$ cat src/rtl/spi_master.sv
// SPI initiator: one DATA_WIDTH-bit MSB-first transfer per start, programmable CPOL/CPHA/rate.
// Host side is a start/busy/done handshake; every output is driven straight from a register.
module spi_master #(
    parameter int unsigned DATA_WIDTH = 8,
    parameter int unsigned DIV_WIDTH  = 8
) (
    input  logic                  clk_i,
    input  logic                  rst_ni,
    input  logic                  ena_i,
    input  logic                  spi_clk_polarity_i,
    input  logic                  spi_clk_phase_i,
    input  logic [DIV_WIDTH-1:0]  clk_div_i,
    input  logic                  start_i,
    input  logic [DATA_WIDTH-1:0] bus_in_i,
    output logic [DATA_WIDTH-1:0] bus_out_o,
    output logic                  busy_o,
    output logic                  done_o,
    output logic                  spi_out_o,
    input  logic                  spi_in_i,
    output logic                  spi_clk_o,
    output logic                  spi_ss_o
);

    localparam int unsigned NumEdges = 2 * DATA_WIDTH;
    localparam int unsigned CntW     = $clog2(NumEdges + 1);

    typedef enum logic [1:0] {StIdle, StSetup, StShift, StHold} state_e;

    state_e                state_q;
    logic [DIV_WIDTH-1:0]  div_q;
    logic [DIV_WIDTH-1:0]  hdiv_q;
    logic [CntW-1:0]       edge_q;
    logic [DATA_WIDTH-1:0] tx_q;
    logic [DATA_WIDTH-1:0] rx_q;
    logic [DATA_WIDTH-1:0] bus_out_q;
    logic                  cpol_q;
    logic                  cpha_q;
    logic                  busy_q;
    logic                  done_q;
    logic                  spi_out_q;
    logic                  spi_clk_q;
    logic                  spi_ss_q;

    logic tick;
    logic last_edge;
    logic sample_now;
    logic drive_now;

    // edge_q counts edges already produced, so the next edge is odd (leading) when edge_q is even.
    always_comb begin
        tick       = (div_q == hdiv_q);
        last_edge  = (edge_q == CntW'(NumEdges - 1));
        sample_now = ~edge_q[0] ^ cpha_q;
        drive_now  = ~sample_now & ~last_edge;
    end

    always_ff @(posedge clk_i) begin
        if (!rst_ni) begin
            state_q   <= StIdle;
            div_q     <= '0;
            hdiv_q    <= '0;
            edge_q    <= '0;
            tx_q      <= '0;
            rx_q      <= '0;
            bus_out_q <= '0;
            cpol_q    <= 1'b0;
            cpha_q    <= 1'b0;
            busy_q    <= 1'b0;
            done_q    <= 1'b0;
            spi_out_q <= 1'b0;
            spi_clk_q <= 1'b0;
            spi_ss_q  <= 1'b1;
        end else if (ena_i) begin
            done_q <= 1'b0;
            case (state_q)
                StIdle: begin
                    spi_ss_q  <= 1'b1;
                    busy_q    <= 1'b0;
                    spi_out_q <= 1'b0;
                    spi_clk_q <= spi_clk_polarity_i;
                    div_q     <= '0;
                    edge_q    <= '0;
                    if (start_i) begin
                        state_q  <= StSetup;
                        cpol_q   <= spi_clk_polarity_i;
                        cpha_q   <= spi_clk_phase_i;
                        hdiv_q   <= clk_div_i;
                        rx_q     <= '0;
                        spi_ss_q <= 1'b0;
                        busy_q   <= 1'b1;
                        // CPHA=0 presents the MSB before the first (sampling) edge.
                        if (!spi_clk_phase_i) begin
                            spi_out_q <= bus_in_i[DATA_WIDTH-1];
                            tx_q      <= {bus_in_i[DATA_WIDTH-2:0], 1'b0};
                        end else begin
                            tx_q <= bus_in_i;
                        end
                    end
                end
                StSetup, StShift: begin
                    if (tick) begin
                        div_q     <= '0;
                        spi_clk_q <= ~spi_clk_q;
                        edge_q    <= edge_q + CntW'(1);
                        if (sample_now) begin
                            rx_q <= {rx_q[DATA_WIDTH-2:0], spi_in_i};
                        end
                        if (drive_now) begin
                            spi_out_q <= tx_q[DATA_WIDTH-1];
                            tx_q      <= {tx_q[DATA_WIDTH-2:0], 1'b0};
                        end
                        state_q <= last_edge ? StHold : StShift;
                    end else begin
                        div_q <= div_q + DIV_WIDTH'(1);
                    end
                end
                StHold: begin
                    if (tick) begin
                        div_q     <= '0;
                        state_q   <= StIdle;
                        spi_ss_q  <= 1'b1;
                        busy_q    <= 1'b0;
                        done_q    <= 1'b1;
                        bus_out_q <= rx_q;
                        spi_out_q <= 1'b0;
                        spi_clk_q <= cpol_q;
                    end else begin
                        div_q <= div_q + DIV_WIDTH'(1);
                    end
                end
                default: state_q <= StIdle;
            endcase
        end
    end

    assign bus_out_o = bus_out_q;
    assign busy_o    = busy_q;
    assign done_o    = done_q;
    assign spi_out_o = spi_out_q;
    assign spi_clk_o = spi_clk_q;
    assign spi_ss_o  = spi_ss_q;

endmodule

$ cat config.mk
export PLATFORM = sky130hd
export DESIGN_NAME = spi_master
export DESIGN_NICKNAME = d
export VERILOG_FILES = /design/src/rtl/spi_master.sv
export SDC_FILE = /design/constraint.sdc
export NUM_CORES = 1
export LEC_CHECK = 0
export BUFFER_PORTS_ARGS = -buffer_cell sky130_fd_sc_hd__buf_2
export CORE_MARGIN = 5
export CORE_UTILIZATION = 60
export CTS_BUF_LIST = sky130_fd_sc_hd__clkbuf_4
export CTS_CLUSTER_DIAMETER = 30
export DETAILED_ROUTE_END_ITERATION = 8
export GPL_ROUTABILITY_DRIVEN = 0
export PLACE_DENSITY = 0.87
export SLEW_MARGIN = 20
export SYNTH_ARGS = -nofsm -noshare
export SYNTH_HDL_FRONTEND = slang
export SYNTH_SLANG_ARGS = --single-unit
$ cat constraint.sdc
create_clock -name clk_i -period 3.78 [get_ports clk_i]
set_input_delay 0.756 -clock clk_i [delete_from_list [all_inputs] [get_ports clk_i]]
set_output_delay 0.756 -clock clk_i [all_outputs]
set_load 0.1 [all_outputs]
# After elaboration in Yosys (flattened, before gate mapping)
# Cells that the tools add are included.
# word_totals
output_inout_bits	13
reg_bits	54
input_bits	23
word_cells	80
# op_classes
mux	34
bitwise_logic	6
addsub	2
reduce_logical	14
n_eq_ne	10
# op_table
cell	count
$mux 8	8
$pmux 8 s2	3
$reduce_and 3->1	5
$mux 1	13
$ne 2x2->1 const B	5
$pmux 5 s2	1
$reduce_and 5->1	2
$add 8x1->8 const B	1
$eq 8x8->1	1
$reduce_and 4->1	2
$mux 2	3
$pmux 1 s3	2
$pmux 2 s3	1
$add 5x1->5 const B	1
$eq 5x4->1 const B	1
$mux 5	1
$eq 2x2->1 const B	2
$not 1->1	4
$pmux 1 s2	2
$reduce_bool 2->1	2
$reduce_or 3->1	1
$eq 2x1->1 const B	1
$logic_not 2->1	1
$reduce_or 2->1	1
2 further kinds	2

# Longest topological paths before layout
# logic_depth
depth_word	7
depth_mapped	8
depth_no_buf	7

# Worst setup path before layout
# OpenSTA, ideal clock, no wires.
# synth_path
kind	input -> register
start	input ena_i
end	register cpha_q
path_slack_ns	1.908
setup_ns	0.132
path_stages	5
required_time_ns	3.648
n_path_buf	2
arrival_time_ns	1.740
path_cell_list	clkbuf_1 > buf_1 > nand3_1 > nand2_1 > a21oi_1
# synth_between
elab_chain_len	1
# synth_rtl
element	line_no	rtl
start: declaration	9	input logic ena_i,
$reduce_and 3->1 (no source line)	--	
end signal: assignment	86	cpha_q <= spi_clk_phase_i;
end: declaration	37	logic cpha_q;
# Every way passes these cells.
# A chain may end at the register's enable or synchronous reset.

# Worst setup path in the final report
# layout_path
start	register state_q[0]
end	register rx_q[6]
# layout_between
elab_chain_len	4
word_cells_on_any_way	10
cone_classes	eq/ne: 5; mux: 1; reduce/logical: 4
# layout_rtl
element	line_no	rtl
start: declaration	29	state_e state_q;
start signal: assignment	59	state_q <= StIdle;
start signal: assignment	84	state_q <= StSetup;
start signal: assignment	112	state_q <= last_edge ? StHold : StShift;
$eq 2x1->1 / $eq 2x2->1 (equally long branches)	75	case (state_q)
$reduce_or 2->1	75	
$ne 2x2->1 (no source line) / $reduce_bool 2->1 (equally long branches)	--	
$reduce_and 5->1 (no source line)	--	
end signal: assignment	106	rx_q <= {rx_q[DATA_WIDTH-2:0], spi_in_i};
end: declaration	34	logic [DATA_WIDTH-1:0] rx_q;
# Several ways; a longest one is shown, not always the timed one.

==> flow_metrics.tcl <==
set metrics [dict create \
    coreArea_sq_um 4086 \
    die_area_sq_um 5728 \
    placementRows 23 \
    area_growth_syn_to_layout_pct 8.555 \
    syn_std_cell_area_sq_um 2589 \
    final_antenna_net_count 0 \
    synth_edf_count 0 \
    chip_width_um 75.69 \
    mostFrequentLayoutCell "dfxtp_1" \
    hp-class "flop to flop" \
    first_global_vias 2019 \
    route.vias.total 2209 \
    totalWireLength_mm 5.531 \
    yosys_most_used_dff "dfxtp_1" \
    count_of_final_setup_violators 0 \
    yosys_warnings 0 \
    mapped_avg_cell_area_sq_um 8.658 \
    peakVddDrop_v 0.0002203 \
    synth.lib_cells_used.distinct 46 \
    cts_hold_buf 0 \
    endpoint_class_of_the_critical_path "flop" \
    timing.critical_path.required_ps 4030 \
    num-nets-final 353 \
    share_of_post_route_cells_with_drive_strength_above_1_pct 16.36 \
    worstPathBufferInverterCount 2 \
    cts-buffers-inserted 5 \
    clockRootBuffer "clkbuf_4" \
    drt-wirelength-per-cell_um 14.79 \
    grt_antenna_before_repair 0 \
    total_leakage_power_nw 1.164 \
    die_y_um 75.69 \
    antenna-diode-count 0 \
    postCtsSetupBuffers 0 \
    max_cap_viol_count 0 \
    fin_tns_setup_ps 0 \
    hold-path-cell-count 2 \
    h-tree-depth 2 \
    max_clock_freq_ghz 0.3661 \
    final.setup_skew_ps 16.54 \
    insertion_delay_ps 380 \
    path_class "flop to flop" \
    ys_seq_area_share_pct 41.76 \
    timing.final.max_slew_violations 0 \
    critical_path_cell_count 6 \
    post_syn_instances 299 \
    critical_path.top_delay_family "adder cells" \
    ioPinCount 36 \
    worst_path_largest_cell_delay_ps 780 \
    fraction_of_registers_with_async_set_or_reset_after_synthesis_pct 0 \
    grt_first_pass_wirelength_mm 9.280 \
    clkTransAtPathRegs_ps 150 \
    drt_first_iter_violations 244 \
    min_period_over_period_pct 72.26 \
    rr_worst_depth 6 \
    postSynthRegisterBits 54 \
    critical_path.startpoint_type "flop" \
    port_buffers 35 \
    power_per_cell_area_nw_per_um2 392.4 \
    run_status "finished clean" \
    most_frequent_cells_in_the_layout "54 x dfxtp_1, 53 x nand2_1, 35 x buf_2, 21 x a21oi_1, 20 x o21ai_0" \
    syn-num-nets 328 \
    timing.final.crit_period_ps 2731 \
    drtPass1Iterations 4 \
    normalized_max_slew_margin_pct 50.53 \
    worstPathCellList "inv_1 -> ha_1 -> mux2i_1 -> nor3_1 -> buf_4 -> o32ai_1" \
    tritoncts_clock_tree "built" \
    post-dp-hpwl_mm 3.929 \
    maximum_number_of_pins_on_one_net_before_global_route_repair 36 \
    initial_core_util_pct 63.35 \
    via_per_inst 5.906 \
    rsz_0062_raised_after_global_routing "false" \
    cts.sinks 54 \
    worst_slew_pin_slew_ps 736.3 \
    crit_slowest_cell "ha_1" \
    finalHoldViolations 0 \
    worst_ep_arrival_time_ps 2980 \
    total_routing_usage_gr_pct 21.10 \
    max-clock-path-buffers 2 \
    cts.repair.resized 0 \
    path_max_fanout 30 \
    drc 0 \
    remaining_overflow_grt 0 \
    hold_slack_ps 461.2 \
]
## flip-flops by register name, summed over array words and instances, names as in the netlist, 2 cells and up
name,flops
bus_out_o,8
rx_q,8
div_q,8
hdiv_q,8
state_q,2
edge_q,5
tx_q,8
## power breakdown
part	switching, mW	total (mW)	internal, mW	leakage [nW]
Combinational	0.167	0.244	0.0765	0.698
Sequential	0.0161	0.607	0.591	0.438
Clock	0.175	0.251	0.0769	0.0278
Total	0.358	1.10	0.745	1.16
## worst reg2reg max path, stage by stage (launching register included)
cell and delay (ps):
dfxtp_1 390, inv_1 90, ha_1 780, mux2i_1 310, nor3_1 640, buf_4 290, o32ai_1 110
## layout make-up
cell class                 count  area [sq um]
clock buffer                   6         45.04
timing repair buffer          36         182.7
fill                         340          1276
sequential                    54          1081
inverter                       7         26.28
multi-input combinational    220          1405
tap                           50         62.56
clock inverter                 1         7.507
## final timing paths
check	start	to	slack (ps)
max reg2reg	state_q[0]	rx_q[6]	1050
max	state_q[0]	rx_q[6]	1050
min reg2reg	bus_out_o[3]	bus_out_o[3]	460
min	bus_out_o[3]	bus_out_o[3]	460
## per-stage QoR
stage / worst slack [ps] / util, % / cell area (sq um) / cells / power [mW]
6_report: 1049 / 68.77 / 2810 / 374 / 1.103
5_1_grt: 786.8 / 68.77 / 2810 / 374 / 1.160
4_1_cts: 1110 / 68.77 / 2810 / 374 / 1.103
3_5_place_dp: 1153 / 67.48 / 2758 / 367 / 0.8598
3_3_place_gp: 1266 / 67.48 / 2758 / 367 / 0.8541
2_1_floorplan: 1908 / - / 2589 / 299 / 0.8054
## routing by layer
layer	GRT usage [%]	up-vias	wire length, um
li1	-	1121	-
met1	28.57	1011	2450
met2	32.41	67	2651
met3	3.826	10	344
met4	10.29	0	85
met5	0	-	0
## synthesized netlist by cell type (all sizes together) (6+ instances only)
| master | n | share of area (%) |
|---|---|---|
| xnor2 | 8 | 2.7 |
| nand2 | 54 | 7.9 |
| a21oi | 21 | 4.1 |
| xor2 | 10 | 3.4 |
| o21ai | 21 | 4.1 |
| nand4 | 6 | 1.5 |
| inv | 7 | 1.0 |
| and3 | 14 | 3.4 |
| nor3 | 6 | 1.4 |
| o32ai | 8 | 2.7 |
| ha | 6 | 2.9 |
| dfxtp | 54 | 42 |
| clkbuf | 15 | 2.2 |
| nor2 | 6 | 1.2 |
| mux2i | 16 | 6.2 |
| nand3 | 11 | 2.1 |
## kinds of logic (layout without fill, tap and decap cells)
kind of cell	after synthesis	after routing	share of synthesized area (%)
mux	17	17	6.621
compound gates	65	65	15.76
buf+inv	25	50	3.963
xor+xnor	18	18	6.090
flops	54	54	41.76
simple gates	114	114	22.91
fa+ha+maj	6	6	2.900
Note: power is estimated with default switching activity, not from simulation.
